===== config.mk =====
export PLATFORM = sky130hd
export DESIGN_NAME = ram_arbiter
export DESIGN_NICKNAME = d
export VERILOG_FILES = /design/src/rtl/ram_arbiter.sv
export SDC_FILE = /design/constraint.sdc
export NUM_CORES = 1
export LEC_CHECK = 0
export ABC_AREA = 1
export BUFFER_PORTS_ARGS = -buffer_cell sky130_fd_sc_hd__buf_4
export CELL_PAD_IN_SITES_DETAIL_PLACEMENT = 1
export CELL_PAD_IN_SITES_GLOBAL_PLACEMENT = 2
export CORE_AREA = 2 2 90 92
export CTS_BUF_LIST = sky130_fd_sc_hd__clkbuf_4 sky130_fd_sc_hd__clkbuf_8 sky130_fd_sc_hd__clkbuf_16
export DETAILED_ROUTE_END_ITERATION = 8
export DIE_AREA = 0 0 92 94
export PLACE_DENSITY_LB_ADDON = 0.3
export SLEW_MARGIN = 5
export SYNTH_ARGS = -nofsm -noshare
export SYNTH_HDL_FRONTEND = slang
export SYNTH_SLANG_ARGS = --single-unit

===== constraint.sdc =====
create_clock -name clk -period 1.15 [get_ports clk]
set_input_delay 0.23 -clock clk [delete_from_list [all_inputs] [get_ports clk]]
set_output_delay 0.23 -clock clk [all_outputs]
set_load 0.01 [all_outputs]

===== src/rtl/ram_arbiter.sv =====
// Two-requester round-robin arbiter in front of a single-port RAM.
// Each granted access holds the RAM enable for ACCESS_CYCLES cycles, then
// pulses the winner's done for one cycle. The edge that ends the DONE cycle
// may grant again, so a waiting requester loses no cycle.
module ram_arbiter #(
  parameter int unsigned ACCESS_CYCLES = 2,
  parameter logic        RW_WRITE      = 1'b1
) (
  input  logic       clk,
  input  logic       reset,
  input  logic       req0,
  input  logic       req1,
  input  logic       we0,
  input  logic       we1,
  input  logic [7:0] addr0,
  input  logic [7:0] addr1,
  input  logic [7:0] wdata0,
  input  logic [7:0] wdata1,
  output logic       gnt0,
  output logic       gnt1,
  output logic       done0,
  output logic       done1,
  output logic [7:0] rdata,
  output logic [7:0] ram_address,
  output logic [7:0] ram_in,
  output logic       ram_enRAM,
  output logic       ram_RW,
  input  logic [7:0] ram_out
);

  typedef enum logic [1:0] {StIdle, StAccess, StDone} state_e;

  localparam logic [3:0] LastCnt = 4'(ACCESS_CYCLES - 1);

  state_e     state_q, state_d;
  logic [3:0] cnt_q, cnt_d;
  logic       gnt0_q, gnt0_d, gnt1_q, gnt1_d;
  logic       done0_q, done0_d, done1_q, done1_d;
  logic       en_q, en_d, rw_q, rw_d, we_q, we_d;
  logic       last_q, last_d;  // index of the requester served most recently
  logic [7:0] addr_q, addr_d, wdata_q, wdata_d, rdata_q, rdata_d;

  logic pick1;
  logic start;

  // Requester 1 wins when alone, or on a tie when requester 0 was served last.
  assign pick1 = req1 & (~req0 | ~last_q);
  // A new transaction may start from IDLE or on the edge that ends DONE.
  assign start = ((state_q == StIdle) || (state_q == StDone)) && (req0 || req1);

  // State register and all registered outputs.
  always_ff @(posedge clk or posedge reset) begin
    if (reset) begin
      state_q <= StIdle;
      cnt_q   <= 4'd0;
      gnt0_q  <= 1'b0;
      gnt1_q  <= 1'b0;
      done0_q <= 1'b0;
      done1_q <= 1'b0;
      en_q    <= 1'b0;
      rw_q    <= ~RW_WRITE;
      we_q    <= 1'b0;
      last_q  <= 1'b1;
      addr_q  <= 8'h00;
      wdata_q <= 8'h00;
      rdata_q <= 8'h00;
    end else begin
      state_q <= state_d;
      cnt_q   <= cnt_d;
      gnt0_q  <= gnt0_d;
      gnt1_q  <= gnt1_d;
      done0_q <= done0_d;
      done1_q <= done1_d;
      en_q    <= en_d;
      rw_q    <= rw_d;
      we_q    <= we_d;
      last_q  <= last_d;
      addr_q  <= addr_d;
      wdata_q <= wdata_d;
      rdata_q <= rdata_d;
    end
  end

  // Next-state logic: access sequencing, then grant override when starting.
  always_comb begin
    state_d = state_q;
    cnt_d   = cnt_q;
    gnt0_d  = gnt0_q;
    gnt1_d  = gnt1_q;
    done0_d = done0_q;
    done1_d = done1_q;
    en_d    = en_q;
    rw_d    = rw_q;
    we_d    = we_q;
    last_d  = last_q;
    addr_d  = addr_q;
    wdata_d = wdata_q;
    rdata_d = rdata_q;

    unique case (state_q)
      StIdle: begin
      end
      StAccess: begin
        if (cnt_q == LastCnt) begin
          state_d = StDone;
          en_d    = 1'b0;
          done0_d = gnt0_q;
          done1_d = gnt1_q;
          if (!we_q) rdata_d = ram_out;
        end else begin
          cnt_d = cnt_q + 4'd1;
        end
      end
      StDone: begin
        state_d = StIdle;
        gnt0_d  = 1'b0;
        gnt1_d  = 1'b0;
        done0_d = 1'b0;
        done1_d = 1'b0;
      end
      default: state_d = StIdle;
    endcase

    if (start) begin
      state_d = StAccess;
      cnt_d   = 4'd0;
      gnt0_d  = ~pick1;
      gnt1_d  = pick1;
      last_d  = pick1;
      en_d    = 1'b1;
      we_d    = pick1 ? we1 : we0;
      addr_d  = pick1 ? addr1 : addr0;
      wdata_d = pick1 ? wdata1 : wdata0;
      rw_d    = (pick1 ? we1 : we0) ? RW_WRITE : ~RW_WRITE;
    end
  end

  assign gnt0        = gnt0_q;
  assign gnt1        = gnt1_q;
  assign done0       = done0_q;
  assign done1       = done1_q;
  assign rdata       = rdata_q;
  assign ram_address = addr_q;
  assign ram_in      = wdata_q;
  assign ram_enRAM   = en_q;
  assign ram_RW      = rw_q;

endmodule


==> run summary <==
The run finished, with violations left. The checks that failed: setup timing. The run gives 76 as the number of primary I/O pins. The worst register-to-register path has a depth of 5. The tools report the tightest slew margin relative to the limit as 0.759. The routed wirelength normalized by instance count was 14.0 µm; the share of power burned in registers was 0.301. Setup repair after global routing could not meet its margin everywhere.

The count of nets left with antenna violations once routing finished came out at 0. STA puts the critical path data arrival time at 960 ps. The tool flagged a number of max-cap violations equal to 0. The area growth from synthesis to layout is 77.6%. The count of buffers added on input and output ports is 75. Data on the critical path is required at its endpoint by 920 ps.

The number of antenna diodes in the final layout is 0. The part of the Yosys area used for sequential elements was 0.537. The analysis attributes to net switching a power of 3.16 mW.

At the pin with the least slew margin, the transition time is 362 ps. The clock network latency to the later pin of the worst-skew pair is 290 ps. The core region is 7610 µm². The effective utilization at floorplan is 0.227, and the final-report max-slew violation count is 0.

Number of levels the H-tree was split into: 2. The HPWL after detailed placement is 4.00 mm. The final worst slack is -41.4 ps. For this design, the slowest cell found on the critical path is dfrtp_1. The net count reported at finish is 355. The number of nets handed over by synthesis was 248. Entering global routing, the biggest net connects 38 pins. The highest cell delay on the worst timing path works out to 420 ps. The worst setup path is captured at an output port. At the end of routability-driven placement, the weighted congestion stood at 0.691. The Yosys warning count was 0.

The synthesized area is 1730 µm², and the row count is 32. The logs give 200 for the cell count after synthesis and 8650 µm² for the die outline area. The category of the worst setup path launch point is a flop.

The total wirelength of the detailed-routed design was 5.76 mm; the initial antenna violation count was 0. The floorplan step set the die width to 92 µm. The relative contribution of combinational cells to total power is 0.579, and the total clock buffers created by CTS is 5. Summed over all cells, the static leakage comes to 1.65 nW.

In this run the mean area of a mapped cell was 8.63 µm². The highest net fanout along the worst path is 2, and the power density normalized to cell area is 2550 nW/µm². The die is 94 µm tall. The final route contains 1773 vias. Across the routed clock network, the largest skew measured is 4.36 ps. TritonCTS built the clock tree. The final hold violation count is 0.

After synthesis the netlist holds a flip-flop and latch count of 37. The final number of setup-violating endpoints was 10; the net switching share of the total power was 0.404. The completed layout was analyzed and its total power is 7.82 mW.

On the final layout, the worst hold slack is 131 ps. The total overflow left after global routing is 0. The DRC marker count from the first detailed-route iteration came out at 51.

The first TritonRoute pass finished after 4 iterations. The worst-case IR drop observed on VDD is 0.977 mV. The category of the most critical setup path is reg2out. After detailed routing, the number of vias per cell comes to 4.32. The final critical-path required period is 1190 ps. Summed over all failing endpoints, the final setup total negative slack is -246 ps. Walking the worst path, the cells encountered are buf_6 -> buf_6.

The global-route usage over all layers was 0.131. Counting instances, the worst hold path has a depth of 3. The first global-routing pass estimated 8.91 mm of wire. The final worst-path cycle share came out at 1.04. For this run, design rule violations remaining after detail routing come to 0. Achievable frequency: 839 MHz. Internal power comes to 4.66 mW. The clock transition at the registers of the reported paths is 80 ps, and the maximum buffer depth of the clock tree is 2. The number of global-route vias before repair is 1819. The run gives 19 as the number of distinct standard cells referenced by the synthesized netlist.

The class of the most critical hold timing path is in2reg. Among the stages of the critical path, the cell type that occurs most often is buf_6. Cell at the root of the clock tree: clkbuf_8. The number of sinks handled by clock tree synthesis was 37; the clock network fraction of design power was 0.120.

The share of cells above drive strength 1 was 0.558.
layout make-up:
cell class	instances	area, µm²
clock buffers	6	76.3
clock inverters	2	10.0
fillers	913	4540
inverters	12	53.8
multi-input cells	145	960
flip-flops and latches	37	927
well taps	102	128
repair buffers	106	910
cell usage in the layout (no fill, tap or decap), types with 5 or more instances in the layout:
cell type / instances
inv_1: 5
nand3_1: 27
nand2_2: 7
dfrtp_1: 36
buf_4: 92
nand4_1: 9
nor2_4: 5
buf_6: 7
nand3_2: 16
nand2_1: 56
nand2_4: 18
clkbuf_8: 5
cell usage after synthesis (all sizes together):
master / n / area [µm²]
dfstp: 1 / 26.3
dfrtp: 36 / 901
inv: 11 / 41.3
buf: 6 / 46.3
clkinv: 1 / 3.75
nand3: 44 / 233
nand2: 81 / 309
ha: 2 / 25.0
nor2: 7 / 53.8
o21ai: 1 / 8.76
nand4: 10 / 77.6
flip-flops by register name, summed over array words and instances (netlist names):
| signal | count |
|---|---|
| ram_enRAM | 1 |
| ram_in | 8 |
| cnt_q | 4 |
| done0 | 1 |
| done1 | 1 |
| gnt1 | 1 |
| gnt0 | 1 |
| rdata | 8 |
| state_q | 2 |
| ram_address | 8 |
| last_q | 1 |
| ram_RW | 1 |
timing repair:
item / CTS / global route
hold endpoints to repair: 7 / 0
gates resized for setup: 13 / 61
setup buffers: 4 / 4
pin swaps: 13 / 31
endpoints found under the setup margin: 34 / 33
hold buffers: 1 / 0
gates cloned: 0 / 3
power groups by stage:
stage	Sequential (mW)	Clock [mW]	Combinational, mW
detailed placement	2.36	0	3.68
finish	2.36	0.938	4.53
floorplan	2.58	0	1.64
CTS	2.35	0.985	3.94
global placement	2.34	0	3.61
global route	2.45	1.05	4.99
layer usage:
metal / part of all wire / GRT usage
met1: 0.43 / 0.158
met5: 0 / 0
met4: 0.0096 / 0.0410
met2: 0.48 / 0.222
met3: 0.074 / 0.0417
worst max-delay path: cells and delay by family, from the launching register on:
family | cells | cell delay (ps)
flops | 1 | 420
buf+inv | 2 | 240
cell families (layout without fill, tap and decap cells):
| group | after synthesis | in the layout | synth area share |
|---|---|---|---|
| compound gates | 1 | 1 | 0.00508 |
| fa+ha+maj | 2 | 2 | 0.0145 |
| buf+inv | 18 | 126 | 0.0529 |
| flops | 37 | 37 | 0.537 |
| simple gates | 142 | 142 | 0.390 |
worst paths after layout:
path	from	slack, ps	to
min	wdata1[5]	130	ram_in[5]$_DFFE_PP0P_
max in group asynchronous	reset	340	last_q$_DFFE_PP1P_
min reg2reg	rdata[5]$_DFFE_PP0P_	480	rdata[5]$_DFFE_PP0P_
max reg2reg	state_q[0]$_DFFE_PP0P_	-40	ram_RW$_DFFE_PP0P_
max	ram_RW$_DFFE_PP0P_	-40	ram_RW
min in group asynchronous	reset	550	rdata[0]$_DFFE_PP0P_
through the flow:
| stage | instances | setup slack, ps | util | area (µm²) |
|---|---|---|---|---|
| finish | 410 | -41.4 | 0.403 | 3060 |
| global route | 410 | -106 | 0.403 | 3060 |
| CTS | 403 | -33.7 | 0.361 | 2740 |
| detailed placement | 390 | -78.7 | 0.337 | 2560 |
| global placement | 390 | -47.4 | 0.337 | 2560 |
| floorplan | 200 | 3.13 | - | 1740 |
(Power assumes the default switching activity.)
